===== src/rtl/instr_fetch_if.sv =====
// Instruction fetch bus bundle: instruction-memory request/response channel,
// the decode-side valid/ready handshake and the redirect input.
// The master side is the fetch stage; the slave side is the surrounding core/memory.
interface instr_fetch_if;
    logic        imem_req;
    logic [31:0] imem_addr;
    logic        imem_ack;
    logic        imem_rvalid;
    logic [31:0] imem_rdata;
    logic [31:0] instruction;
    logic [31:0] instr_pc;
    logic        instr_valid;
    logic        id_ready;
    logic        redirect;
    logic [31:0] redirect_pc;

    modport master (
        output imem_req, imem_addr, instruction, instr_pc, instr_valid,
        input  imem_ack, imem_rvalid, imem_rdata, id_ready, redirect, redirect_pc
    );

    modport slave (
        input  imem_req, imem_addr, instruction, instr_pc, instr_valid,
        output imem_ack, imem_rvalid, imem_rdata, id_ready, redirect, redirect_pc
    );
endinterface


===== src/rtl/instr_fetch.sv =====
// Instruction fetch stage: owns the PC, keeps at most one request outstanding
// to a variable-latency instruction memory, and buffers returned words in a
// first-word-fall-through prefetch FIFO drained by decode. A redirect flushes
// the FIFO and restarts fetch at the word-aligned target.
module instr_fetch #(
    parameter logic [31:0] RESET_PC   = 32'h0000_0000,
    parameter int          FIFO_DEPTH = 4
) (
    input  logic          clk,
    input  logic          rst_n,
    instr_fetch_if.master bus
);
    localparam int AW = $clog2(FIFO_DEPTH);
    localparam int CW = AW + 1;
    localparam logic [CW-1:0] DEPTH_C = CW'(FIFO_DEPTH);
    localparam logic [31:0]   WORD_MASK = 32'hFFFF_FFFC;

    typedef enum logic [1:0] {IDLE, REQ, WAIT, DROP} state_t;

    state_t        state, state_nxt;
    logic [31:0]   pc, pc_nxt;
    logic [CW-1:0] count, count_nxt;
    logic [AW-1:0] rd_ptr, wr_ptr;
    logic [31:0]   word_mem [FIFO_DEPTH];
    logic [31:0]   pc_mem   [FIFO_DEPTH];
    logic          empty, push, pop;

    // A redirect cancels both the decode pop and any word landing this cycle.
    assign empty     = (count == '0);
    assign pop       = !empty && bus.id_ready && !bus.redirect;
    assign push      = (state == WAIT) && bus.imem_rvalid && !bus.redirect;
    assign count_nxt = count + CW'(push) - CW'(pop);

    // Next-state and next-PC selection; the outstanding request counts as an occupied slot.
    always_comb begin
        state_nxt = state;
        pc_nxt    = pc;
        if (bus.redirect) begin
            pc_nxt = bus.redirect_pc & WORD_MASK;
        end else if (push) begin
            pc_nxt = pc + 32'd4;
        end
        case (state)
            IDLE: begin
                if (!bus.redirect && (count < DEPTH_C)) state_nxt = REQ;
            end
            REQ: begin
                if (bus.redirect)      state_nxt = bus.imem_ack ? DROP : IDLE;
                else if (bus.imem_ack) state_nxt = WAIT;
            end
            WAIT: begin
                if (bus.redirect)         state_nxt = bus.imem_rvalid ? IDLE : DROP;
                else if (bus.imem_rvalid) state_nxt = (count_nxt < DEPTH_C) ? REQ : IDLE;
            end
            DROP: begin
                // The in-flight response is the only thing left to swallow; a redirect here just moves the PC.
                if (bus.imem_rvalid) state_nxt = IDLE;
            end
            default: state_nxt = IDLE;
        endcase
    end

    // Control state: FSM, PC, FIFO occupancy and pointers.
    always_ff @(posedge clk or negedge rst_n) begin
        if (!rst_n) begin
            state  <= IDLE;
            pc     <= RESET_PC & WORD_MASK;
            count  <= '0;
            rd_ptr <= '0;
            wr_ptr <= '0;
        end else begin
            state <= state_nxt;
            pc    <= pc_nxt;
            if (bus.redirect) begin
                count  <= '0;
                rd_ptr <= '0;
                wr_ptr <= '0;
            end else begin
                count <= count_nxt;
                if (push) wr_ptr <= wr_ptr + AW'(1);
                if (pop)  rd_ptr <= rd_ptr + AW'(1);
            end
        end
    end

    // FIFO payload storage; contents are only meaningful below the occupancy count.
    always_ff @(posedge clk) begin
        if (push) begin
            word_mem[wr_ptr] <= bus.imem_rdata;
            pc_mem[wr_ptr]   <= pc;
        end
    end

    assign bus.imem_req    = (state == REQ);
    assign bus.imem_addr   = pc;
    assign bus.instr_valid = !empty;
    assign bus.instruction = empty ? 32'h0 : word_mem[rd_ptr];
    assign bus.instr_pc    = empty ? 32'h0 : pc_mem[rd_ptr];
endmodule


===== src/flat_wrapper.sv =====
// flat-port wrapper written by rule: the top's interface ports become plain ports
module instr_fetch_flat 
#(
    parameter logic [31:0] RESET_PC   = 32'h0000_0000,
    parameter int          FIFO_DEPTH = 4
)
  (clk, rst_n, bus_imem_req, bus_imem_addr, bus_instruction, bus_instr_pc, bus_instr_valid, bus_imem_ack, bus_imem_rvalid, bus_imem_rdata, bus_id_ready, bus_redirect, bus_redirect_pc);
  instr_fetch_if bus_i ();
  input  logic clk;
  input  logic rst_n;
  output wire logic [$bits(bus_i.imem_req)-1:0] bus_imem_req;
  output wire logic [$bits(bus_i.imem_addr)-1:0] bus_imem_addr;
  output wire logic [$bits(bus_i.instruction)-1:0] bus_instruction;
  output wire logic [$bits(bus_i.instr_pc)-1:0] bus_instr_pc;
  output wire logic [$bits(bus_i.instr_valid)-1:0] bus_instr_valid;
  input wire logic [$bits(bus_i.imem_ack)-1:0] bus_imem_ack;
  input wire logic [$bits(bus_i.imem_rvalid)-1:0] bus_imem_rvalid;
  input wire logic [$bits(bus_i.imem_rdata)-1:0] bus_imem_rdata;
  input wire logic [$bits(bus_i.id_ready)-1:0] bus_id_ready;
  input wire logic [$bits(bus_i.redirect)-1:0] bus_redirect;
  input wire logic [$bits(bus_i.redirect_pc)-1:0] bus_redirect_pc;
  assign bus_imem_req = bus_i.imem_req;
  assign bus_imem_addr = bus_i.imem_addr;
  assign bus_instruction = bus_i.instruction;
  assign bus_instr_pc = bus_i.instr_pc;
  assign bus_instr_valid = bus_i.instr_valid;
  assign bus_i.imem_ack = bus_imem_ack;
  assign bus_i.imem_rvalid = bus_imem_rvalid;
  assign bus_i.imem_rdata = bus_imem_rdata;
  assign bus_i.id_ready = bus_id_ready;
  assign bus_i.redirect = bus_redirect;
  assign bus_i.redirect_pc = bus_redirect_pc;
  instr_fetch #(.RESET_PC(RESET_PC), .FIFO_DEPTH(FIFO_DEPTH)) u_core (.clk(clk), .rst_n(rst_n), .bus(bus_i));
endmodule

===== config.mk =====
export PLATFORM = sky130hd
export DESIGN_NAME = instr_fetch_flat
export DESIGN_NICKNAME = d
export VERILOG_FILES = /design/src/rtl/instr_fetch_if.sv /design/src/rtl/instr_fetch.sv /design/src/flat_wrapper.sv
export SDC_FILE = /design/constraint.sdc
export NUM_CORES = 1
export LEC_CHECK = 0
export BUFFER_PORTS_ARGS = -buffer_cell sky130_fd_sc_hd__clkbuf_2
export CORE_MARGIN = 3
export CORE_UTILIZATION = 30
export CTS_BUF_LIST = sky130_fd_sc_hd__clkbuf_8
export DETAILED_ROUTE_END_ITERATION = 10
export PLACE_DENSITY = 0.47
export SYNTH_ARGS = -nofsm -noshare
export SYNTH_HDL_FRONTEND = slang
export SYNTH_SLANG_ARGS = --single-unit

===== constraint.sdc =====
create_clock -name clk -period 3.9 [get_ports clk]
set_clock_uncertainty 0.15 [all_clocks]
set_input_delay 0.585 -clock clk [delete_from_list [all_inputs] [get_ports clk]]
set_output_delay 0.585 -clock clk [all_outputs]
set_load 0.1 [all_outputs]

==> out/qor.txt, run 1 <==
Status: completed
Sequential cell area fraction in the yosys report: 72.3%
Post-Route WL: 28.0 mm
Total power: 0.0101 W
Critical Path AT: 2.81 ns
Pwr dens: 700 nW/um2
Multi-input gate area: 3030 um2
H-tree depth: 2
Clock transition at path regs: 0.06 ns
Fillers: 3632
Layout area overhead: 24.1%
Placed Area: 13200 um2
Seq cells post-synth: 287
Startpoint types: flip-flop
Core Region: 37900 um2
Final hold vios: 0
Placer Congestion: 0.726
Nets: 959
Setup ws final: 0.354 ns
Resized cells post-CTS: 0
RSZ-0062 raised after global routing: no
Die footprint: 41200 um2
EDFF count, synth: 248
Worst Setup End Kind: primary output
Die Width: 203 um
Synth warn: 0
DR pass1 iterations: 4
Cell count after synthesis: 655
Fmax: 282 MHz
HP Start: bus_redirect_pc[14]
Initial core utilization: 30.7%
DR DRC count: 0
Synth async-reset ratio: 13.6%
Count of cell types in the netlist: 40
Iter 0 DRT Violations: 341
Drt wl/cell: 19.6 um
Pre-CTS WS: 0.904 ns
First-pass GRT wire length: 42.9 mm
VDD IR-drop max: 0.291 mV
Reg area: 8430 um2
Setup TNS: 0 ns
Min cycle time layout: 3.55 ns
Worst setup startpoint: u_core.rd_ptr[0]$_DFFE_PN0P_
R2R Path Start: u_core.bus.imem_addr[9]$_DFFE_PN0N_
Cell Rows: 71
Vias per cell: 4.68
ANT nets after route: 0
Antenna violations before repair: 1
Max-slew violations: 0
Share of post-route cells with drive strength above 1: 34.5%
HP Class: input pin to flip-flop
Clk Latency, worst-skew pair: 0.60 ns
Total clock sinks: 287
Post-route cell area: 14500 um2
Max cap viols: 0
Hpwl dp: 17.0 mm
I/O pin cnt: 168
Pin count of the biggest net entering global routing: 65
PortBufs: 161
Ys flop type: edfxtp_1
Via count: 6698
CTS Root Cell: clkbuf_8
Mapped Area: 11700 um2
Final Cycle Share: 90.9%
Max Root-Sink Buffers: 3
# Post-CTS Setup Buffers: 0
Vias in the first global route: 7095
Worst setup path class: flip-flop to primary output
Required @ worst endpoint: 3.16 ns
Hold-fix buffers at CTS: 32
Die H: 203 um
CTS tree: yes
Avg Cell Area, Syn: 17.8 um2
Crit Path Max Fanout: 23
P_leak: 5.14 nW
Grt total ovfl: 0
Rel. slew slack: 42.7%
# setup viols final: 0
Gr usage total: 13.7%
TritonCTS buffer count: 51
Worst Tran Pin Value: 0.858 ns
critical path, cell delays in order (launching register included):
cell and delay, ns:
dfrtp_4 0.75, buf_4 0.35, mux4_2 0.52, and2_1 0.19, clkbuf_2 0.37
where the power goes:
part	internal [W]	switching [W]	total [W]
logic	0.000835	0.00297	0.00380
registers	0.00348	0.000199	0.00368
clock network	0.00143	0.00122	0.00265
cell families (layout without fill, tap and decap cells):
family	after synthesis	count (layout)	share of synthesized area, %
AO/OA/AOI/OAI	52	52	2.79
XOR/XNOR	17	17	1.28
adder cells (fa/ha/maj)	8	8	0.923
buffers and inverters	51	311	1.90
flip-flops	287	287	72.3
multiplexers	65	65	12.2
other	1	6	0.0322
AND/OR/NAND/NOR	174	174	8.56
final cells by class:
class	instances	share of cell area (%)
Clock buffer	55	5.24
Clock inverter	35	1.43
Timing Repair Buffer	211	9.33
Tap cell	511	4.42
Inverter	10	0.260
Antenna cell	2	0.0346
Sequential cell	287	58.3
Multi-Input combinational cell	320	21.0
sequential cells by signal, summed over array words and instances (netlist names):
signal                cells
u_core.state              2
u_core.rd_ptr             2
u_core.count              3
u_core.bus.imem_addr     30
u_core.pc_mem           120
u_core.word_mem         128
u_core.wr_ptr             2
synth_stat cells, types with 2 or more instances:
cell type / count / area share (%)
o31ai_1: 11 / 0.71
nor2b_1: 3 / 0.16
xor2_1: 10 / 0.75
and3_1: 4 / 0.21
xnor2_1: 7 / 0.53
o211ai_1: 2 / 0.13
nand3_1: 12 / 0.52
nand2_1: 23 / 0.74
edfxtp_1: 248 / 64
or4_1: 11 / 0.71
or3_1: 6 / 0.32
o21ai_0: 19 / 0.82
inv_1: 10 / 0.32
clkbuf_1: 24 / 0.77
dfrtp_1: 39 / 8.4
nor2_1: 24 / 0.77
and2_1: 66 / 3.5
nor4_1: 2 / 0.11
nor3_1: 2 / 0.086
and4_1: 5 / 0.38
ha_1: 7 / 0.75
mux4_2: 62 / 12
buf_4: 4 / 0.26
buf_2: 12 / 0.52
a31oi_1: 16 / 0.86
nand4_1: 10 / 0.54
mux2i_1: 3 / 0.26
placed cells by master, fill, tap and decap left out, types with 10 or more instances in the layout:
cell | netlist | routed
nand2_1 | 23 | 23
edfxtp_1 | 248 | 248
dlygate4sd3_1 | 0 | 32
and2_1 | 66 | 62
nand4_1 | 10 | 10
a31oi_1 | 16 | 16
clkbuf_2 | 0 | 161
clkbuf_8 | 0 | 55
o21ai_0 | 19 | 19
o31ai_1 | 11 | 11
nor2_1 | 24 | 24
nand3_1 | 12 | 12
dfrtp_1 | 39 | 37
inv_1 | 10 | 30
or4_1 | 11 | 11
mux4_2 | 62 | 62
buf_4 | 4 | 11
xor2_1 | 10 | 10
final timing paths:
path / endpoint / slack [ns] / depth (start not counted)
min: u_core.bus.imem_addr[14]$_DFFE_PN0N_ / 0.07 / 3
max reg2reg: u_core.bus.imem_addr[27]$_DFFE_PN0N_ / 1.06 / 4
max: bus_instruction[31] / 0.35 / 4
min reg2reg: u_core.wr_ptr[1]$_DFFE_PN0N_ / 0.45 / 2
max in group asynchronous: u_core.bus.imem_addr[14]$_DFFE_PN0N_ / 2.44 / 3
min in group asynchronous: u_core.bus.imem_addr[25]$_DFFE_PN0N_ / 0.47 / 2
stage by stage:
step           instances  utilization (%)  hold WS [ns]
2_1_floorplan        658                -         0.139
3_3_place_gp        1307             34.7         0.433
3_5_place_dp        1307             34.7         0.443
4_1_cts             1429             38.1      0.000478
5_1_grt             1429             38.1        0.0235
6_report            1431             38.1        0.0657
layer usage:
metal | up-vias | part of all wire, % | GRT usage (%)
li1 | 3041 | - | -
met1 | 3418 | 46 | 18.6
met2 | 196 | 46 | 21.8
met3 | 43 | 5.3 | 3.01
met4 | 0 | 2.2 | 4.74
met5 | - | 0 | 0
(Power assumes the default switching activity.)
==> run 2, diff against run 1 <==
--- a/config.mk
+++ b/config.mk
@@ -11,6 +11,7 @@
 export CTS_BUF_LIST = sky130_fd_sc_hd__clkbuf_8
 export DETAILED_ROUTE_END_ITERATION = 10
 export PLACE_DENSITY = 0.47
+export SETUP_SLACK_MARGIN = 0.1
 export SYNTH_ARGS = -nofsm -noshare
 export SYNTH_HDL_FRONTEND = slang
 export SYNTH_SLANG_ARGS = --single-unit
==> constraint.sdc (replaced) <==
create_clock -name clk -period 4.1 [get_ports clk]
set_clock_uncertainty 0.15 [all_clocks]
set_input_delay 0.615 -clock clk [delete_from_list [all_inputs] [get_ports clk]]
set_output_delay 0.615 -clock clk [all_outputs]
set_load 0.1 [all_outputs]
==> run 2 against run 1 <==
Sequential share of layout area grew 1.7 points. Register-to-register slack improved by 0.18 ns. Critical path type unchanged. Critical path depth is the same. Critical endpoint is now bus_instr_pc[11]. Hold slack better by 0.045 ns. Sequential cell count is the same. Worst setup slack improved by 0.35 ns. Cell count is 2.4% lower. Largest cell class unchanged. Global-route usage barely moved. Sequential power is 6.3% lower. Highest routed layer unchanged. Die area unchanged. Wire length barely moved. Combinational power down 4%.
==> out/qor.txt, run 2 (synthesized netlist as in run 1, its figures left out) <==
I/O pin cnt: 168 (unchanged)
Worst path top cell family by delay: flip-flops
GR Layer Usage met3: 3.22% (+0.21 points)
Total power: 0.00948 W (-6.4%)
Crit-path slowest cell: dfrtp_4
Max cap viols: 0 (unchanged)
Met2 Usage GRT: 21.2% (-0.60 points)
Worst setup path class: flip-flop to primary output
Critical Path AT: 2.63 ns (-0.18 ns)
Pwr dens: 675 nW/um2 (-3.6%)
Total clock sinks: 287 (unchanged)
HP Class: input pin to flip-flop
Most common cell after layout, fill and taps aside: edfxtp_1
N_diodes: 0 (-2)
Pin count of the biggest net entering global routing: 45 (-31%)
Number of buffers and inverters on the critical path: 2 (unchanged)
First-pass GRT wire length: 43.1 mm (+0.56%)
Switching power: 0.00413 W (-5.8%)
PortBufs: 161 (unchanged)
Required @ worst endpoint: 3.34 ns (+0.18 ns)
Hpwl dp: 17.4 mm (+2.2%)
CTS tree: yes
Worst Tran Pin Value: 0.931 ns (+0.0732 ns)
VDD IR-drop max: 0.291 mV (about the same)
Most frequent cells in the layout: edfxtp_1 (248), clkbuf_2 (161), mux4_2 (62), and2_1 (62), clkbuf_8 (51)
Die H: 203 um (unchanged)
Combinational power share: 38.3% (+0.7 points)
RR Endpoint: u_core.state[0]$_DFFE_PN0P_
Switch share: 43.6% (+0.27 points)
Fmax: 295 MHz
TritonCTS buffer count: 50 (-2.0%)
Core Region: 37900 um2 (unchanged)
DR pass1 iterations: 4 (unchanged)
Gr usage total: 13.7% (+0.046 points)
Critical Path, Cell by Cell: buf_4 > mux4_2 > and2_1 > clkbuf_2
Via count: 6556 (-2.1%)
Critical path depth in cells: 4 (unchanged)
Max FFs per register: 128 (unchanged)
Worst Setup End Kind: primary output
Antenna violations before repair: 1 (unchanged)
Initial core utilization: 30.7% (unchanged)
Placer Congestion: 0.718 (-1.2%)
Worst setup startpoint: u_core.rd_ptr[1]$_DFFE_PN0P_
Status: completed
Max-slew violations: 0 (unchanged)
# setup viols final: 0 (unchanged)
Vias per cell: 4.69 (+0.26%)
Crit Path Max Fanout: 31 (+35%)
Sequential power share: 36.4% (about the same)
Final Cycle Share: 82.8%
Delay of the slowest critical-path stage: 0.76 ns (about the same)
Clk Latency, worst-skew pair: 0.56 ns (-0.04 ns)
Post-Route WL: 28.0 mm (about the same)
CTS Root Cell: clkbuf_8
Largest Register: u_core.word_mem
Met1 Use GR: 19.4% (+0.83 points)
Cell Rows: 71 (unchanged)
Busiest grt layer: met2
Min cycle time layout: 3.39 ns
Setup TNS: 0 ns (unchanged)
Clock Power Share: 25.4% (-0.7 points)
Die Width: 203 um (unchanged)
RSZ-0062 raised after global routing: no
Rel. slew slack: 37.9% (-4.8 points)
Drt wl/cell: 20.0 um (+2.4%)
R2R Path Start: u_core.count[2]$_DFF_PN0_
H-tree depth: 2 (unchanged)
Nets: 926 (-3.4%)
Max Root-Sink Buffers: 3 (unchanged)
Final hold vios: 0 (unchanged)
Crit path to: bus_instr_pc[11]
Pint: 0.00534 W (-6.8%)
Startpoint types: flip-flop
Flop-to-flop setup slack: 1.24 ns (+0.18 ns)
Grt total ovfl: 0 (unchanged)
Iter 0 DRT Violations: 367 (+7.6%)
DR DRC count: 0 (unchanged)
Clock transition at path regs: 0.06 ns (about the same)
Share of post-route cells with drive strength above 1: 34.4% (-0.11 points)
WHS: 0.110 ns (+0.0445 ns)
Vias in the first global route: 7121 (+0.37%)
Non-Filler Instances: 1397 (-2.4%)
ANT nets after route: 0 (unchanged)
Dpl cells: 1306 (-0.077%)
Layout area overhead: 20.5%
R2R depth: 11 (+7)
Die footprint: 41200 um2 (unchanged)
P_leak: 4.95 nW (-3.6%)
==> run 2: how the worst min path moves through the flow <==
| stage | from | to | cells after the start |
|---|---|---|---|
| after global placement | u_core.wr_ptr[1]$_DFFE_PN0N_ | u_core.wr_ptr[1]$_DFFE_PN0N_ | 2 |
| final | bus_redirect_pc[3] | u_core.bus.imem_addr[3]$_DFFE_PN0N_ | 3 |
| after floorplan | rst_n | u_core.bus.imem_addr[10]$_DFFE_PN0N_ | 0 |
| after detailed placement | u_core.wr_ptr[1]$_DFFE_PN0N_ | u_core.wr_ptr[1]$_DFFE_PN0N_ | 2 |
| after global routing | bus_imem_rdata[31] | u_core.word_mem[1][31]$_DFFE_PP_ | 1 |
| after CTS | bus_imem_rdata[28] | u_core.word_mem[0][28]$_DFFE_PP_ | 1 |
==> run 2: per-layer routing <==
metal / wire length (um) / part of all wire [%]
met1: 12900 / 46
met3: 1660 / 5.9
met4: 535 / 1.9
met5: 0 / 0
met2: 12900 / 46
==> run 2: repair_timing <==
action | in CTS | in global routing
buffers inserted | 0 | 0
setup endpoints to repair | 0 | 0
hold endpoints to repair | 19 | 0
hold buffers | 1 | 0
gates resized for setup | 0 | 0
==> run 2: area by class of cell <==
class                      instances  area, um2
tap                              511        639
inverter                          10       37.5
clock inverter                    39        205
sequential                       287       8430
fill                            3662      23900
timing repair buffer             179        993
multi-input combinational        320       3030
clock buffer                      51        702
==> run 2: stage by stage <==
stage	setup WS, ns	util, %	area (um2)
5_1_grt	0.534	37.0	14000
4_1_cts	0.583	37.0	14000
6_report	0.707	37.0	14000
3_3_place_gp	1.15	34.6	13100
2_1_floorplan	0.981	-	11700
3_5_place_dp	1.14	34.6	13100
==> run 2: power groups by stage <==
stage	logic, W	clock network (W)	registers (W)
2_1_floorplan	0.00284	0	0.00365
3_3_place_gp	0.00369	0	0.00351
3_5_place_dp	0.00369	0	0.00351
4_1_cts	0.00370	0.00252	0.00345
5_1_grt	0.00381	0.00266	0.00347
6_report	0.00363	0.00240	0.00345
==> run 2: tightest hold or removal path, delay by kind of cell <==
family,cells,cell delay [ns]
and+or+nand+nor,1,0.04
AOI/OAI and AO/OA,1,0.06
buffers and inverters,1,0.07
==> run 3, diff against run 2 <==
--- a/config.mk
+++ b/config.mk
@@ -10,7 +10,7 @@
 export CORE_UTILIZATION = 30
 export CTS_BUF_LIST = sky130_fd_sc_hd__clkbuf_8
 export DETAILED_ROUTE_END_ITERATION = 10
-export PLACE_DENSITY = 0.47
+export PLACE_DENSITY = 0.49
 export SETUP_SLACK_MARGIN = 0.1
 export SYNTH_ARGS = -nofsm -noshare
 export SYNTH_HDL_FRONTEND = slang
==> constraint.sdc (replaced) <==
create_clock -name clk -period 2.9 [get_ports clk]
set_clock_uncertainty 0.15 [all_clocks]
set_input_delay 0.435 -clock clk [delete_from_list [all_inputs] [get_ports clk]]
set_output_delay 0.435 -clock clk [all_outputs]
set_load 0.1 [all_outputs]
==> run 3 against run 2 <==
Via count is 5.8% higher. Sequential power up 41%. Total power is 67% higher. Clock power rose by 35%. Critical endpoint is now bus_instruction[20]. Clock-buffer cell count is 1 higher. Critical path depth rose by 2. Sequential share of layout area is 8.6 points lower. Non-clock buffer count up 96. Worst setup slack got worse by 0.64 ns. Wire length up 9.2%. Register-to-register slack worse by 0.98 ns. Cell count up 6.8%.
==> out/qor.txt, run 3 (synthesized netlist as in run 1, its figures left out) <==
Max-slew violations: 0 (unchanged)
Final hold vios: 0 (unchanged)
Required @ worst endpoint: 2.32 ns (-1.02 ns)
N_diodes: 0 (unchanged)
Final Cycle Share: 97.6%
Die H: 203 um (unchanged)
Clock transition at path regs: 0.06 ns (about the same)
First-pass GRT wire length: 45.4 mm (+5.3%)
Die footprint: 41200 um2 (unchanged)
Core Region: 37900 um2 (unchanged)
Max cap viols: 0 (unchanged)
WHS: 0.113 ns (+0.00266 ns)
Post-Route WL: 30.6 mm (+9.2%)
Layout area overhead: 40.7%
Worst Setup End Kind: primary output
Die Width: 203 um (unchanged)
Total clock sinks: 287 (unchanged)
Critical Path AT: 2.24 ns (-0.39 ns)
TritonCTS buffer count: 49 (-2.0%)
VDD IR-drop max: 0.430 mV (+48%)
Initial core utilization: 30.7% (unchanged)
Clk Latency, worst-skew pair: 0.56 ns (about the same)
CTS tree: yes
HP Class: input pin to flip-flop
Status: completed
Iter 0 DRT Violations: 408 (+11%)
Drt wl/cell: 20.5 um (+2.2%)
DR pass1 iterations: 4 (unchanged)
Gr usage total: 14.6% (+0.87 points)
Post-route cell area: 16400 um2 (+17%)
Grt total ovfl: 0 (unchanged)
Min cycle time layout: 2.83 ns
Most frequent cells in the layout: edfxtp_1 (248), clkbuf_2 (99), and2_4 (65), dlygate4sd3_1 (65), mux4_2 (62)
Share of post-route cells with drive strength above 1: 41.0% (+6.6 points)
Nets: 1021 (+10%)
Crit Path Max Fanout: 6 (-81%)
Pre-CTS WS: 0.159 ns (-0.982 ns)
Antenna violations before repair: 1 (unchanged)
Worst setup path class: flip-flop to primary output
Largest Register: u_core.word_mem
Startpoint types: flip-flop
Vias per cell: 4.65 (-0.93%)
Hpwl dp: 17.1 mm (-1.6%)
I/O pin cnt: 168 (unchanged)
PortBufs: 161 (unchanged)
Pwr dens: 966 nW/um2 (+43%)
Vias in the first global route: 7364 (+3.4%)
Cell Rows: 71 (unchanged)
Rel. slew slack: 37.8% (-0.13 points)
Fmax: 353 MHz
CTS Root Cell: clkbuf_8
Worst Tran Pin Value: 0.933 ns (+0.00190 ns)
RSZ-0062 raised after global routing: yes
Placed Area: 14000 um2 (+6.6%)
Placer Congestion: 0.714 (-0.53%)
Max FFs per register: 128 (unchanged)
Setup ws final: 0.0709 ns (-0.636 ns)
DR DRC count: 0 (unchanged)
# setup viols final: 0 (unchanged)
P_leak: 5.87 nW (+19%)
Max Root-Sink Buffers: 3 (unchanged)
Via count: 6937 (+5.8%)
Most common cell after layout, fill and taps aside: edfxtp_1
H-tree depth: 2 (unchanged)
Fillers: 3433 (-6.3%)
Pin count of the biggest net entering global routing: 46 (+2.2%)
ANT nets after route: 0 (unchanged)
Total power: 0.0158 W (+67%)
run 3: final timing paths:
check | slack (ns) | cells after the start | endpoint | start
max reg2reg | 0.26 | 11 | u_core.state[0]$_DFFE_PN0P_ | u_core.count[2]$_DFF_PN0_
min reg2reg | 0.47 | 2 | u_core.wr_ptr[1]$_DFFE_PN0N_ | u_core.wr_ptr[1]$_DFFE_PN0N_
max | 0.07 | 6 | bus_instruction[20] | u_core.rd_ptr[0]$_DFFE_PN0P_
min in group asynchronous | 0.25 | 3 | u_core.bus.imem_addr[28]$_DFFE_PN0N_ | rst_n
max in group asynchronous | 2.03 | 3 | u_core.rd_ptr[1]$_DFFE_PN0P_ | rst_n
min | 0.11 | 3 | u_core.state[0]$_DFFE_PN0P_ | bus_imem_rvalid
run 3: per-stage QoR:
stage / utilization (%) / TNS [ns] / std cells
final: 43.2 / 0 / 1492
after global routing: 43.2 / -0.0746 / 1492
after CTS: 42.9 / -0.0420 / 1486
after detailed placement: 36.9 / 0 / 1315
after global placement: 36.9 / 0 / 1315
after floorplan: - / 0 / 658
run 3: worst max-delay path, stage by stage (launching register included):
cell     delay (ns)
dfrtp_4        0.50
buf_4          0.16
buf_12         0.13
buf_16         0.14
mux4_2         0.42
and2_4         0.18
buf_12         0.16
run 3: final cells by class:
cell class	count	area, um2	share of cell area (%)
Inverter	10	37.5	0.229
Timing Repair Buffer	275	3230	19.7
Clock buffer	52	716	4.36
Clock inverter	37	150	0.916
Sequential cell	287	8430	51.4
Tap cell	511	639	3.90
Multi-Input combinational cell	320	3200	19.5
run 3: repair_timing:
action                                  in CTS  in global routing
cloned                                       7                  2
endpoints found under the setup margin      63                 56
hold buffers                                65                  0
setup buffers                               10                  4
hold endpoints to repair                   198                  0
gates resized for setup                    102                 21
pin swaps                                    0                 21
run 3: routing by layer:
| metal | share of wire [%] | vias up | routed length, um | track usage, % |
|---|---|---|---|---|
| li1 | - | 3163 | - | - |
| met1 | 45 | 3526 | 13900 | 19.8 |
| met2 | 48 | 201 | 14500 | 24.0 |
| met3 | 5.1 | 45 | 1570 | 2.92 |
| met4 | 1.9 | 2 | 566 | 3.88 |
| met5 | 0.023 | - | 7 | 0 |
run 3: report_power, final:
group,internal (W),switching [W]
combinational,0.00313,0.00464
clock,0.00165,0.00158
sequential,0.00468,0.000171
total,0.00946,0.00639
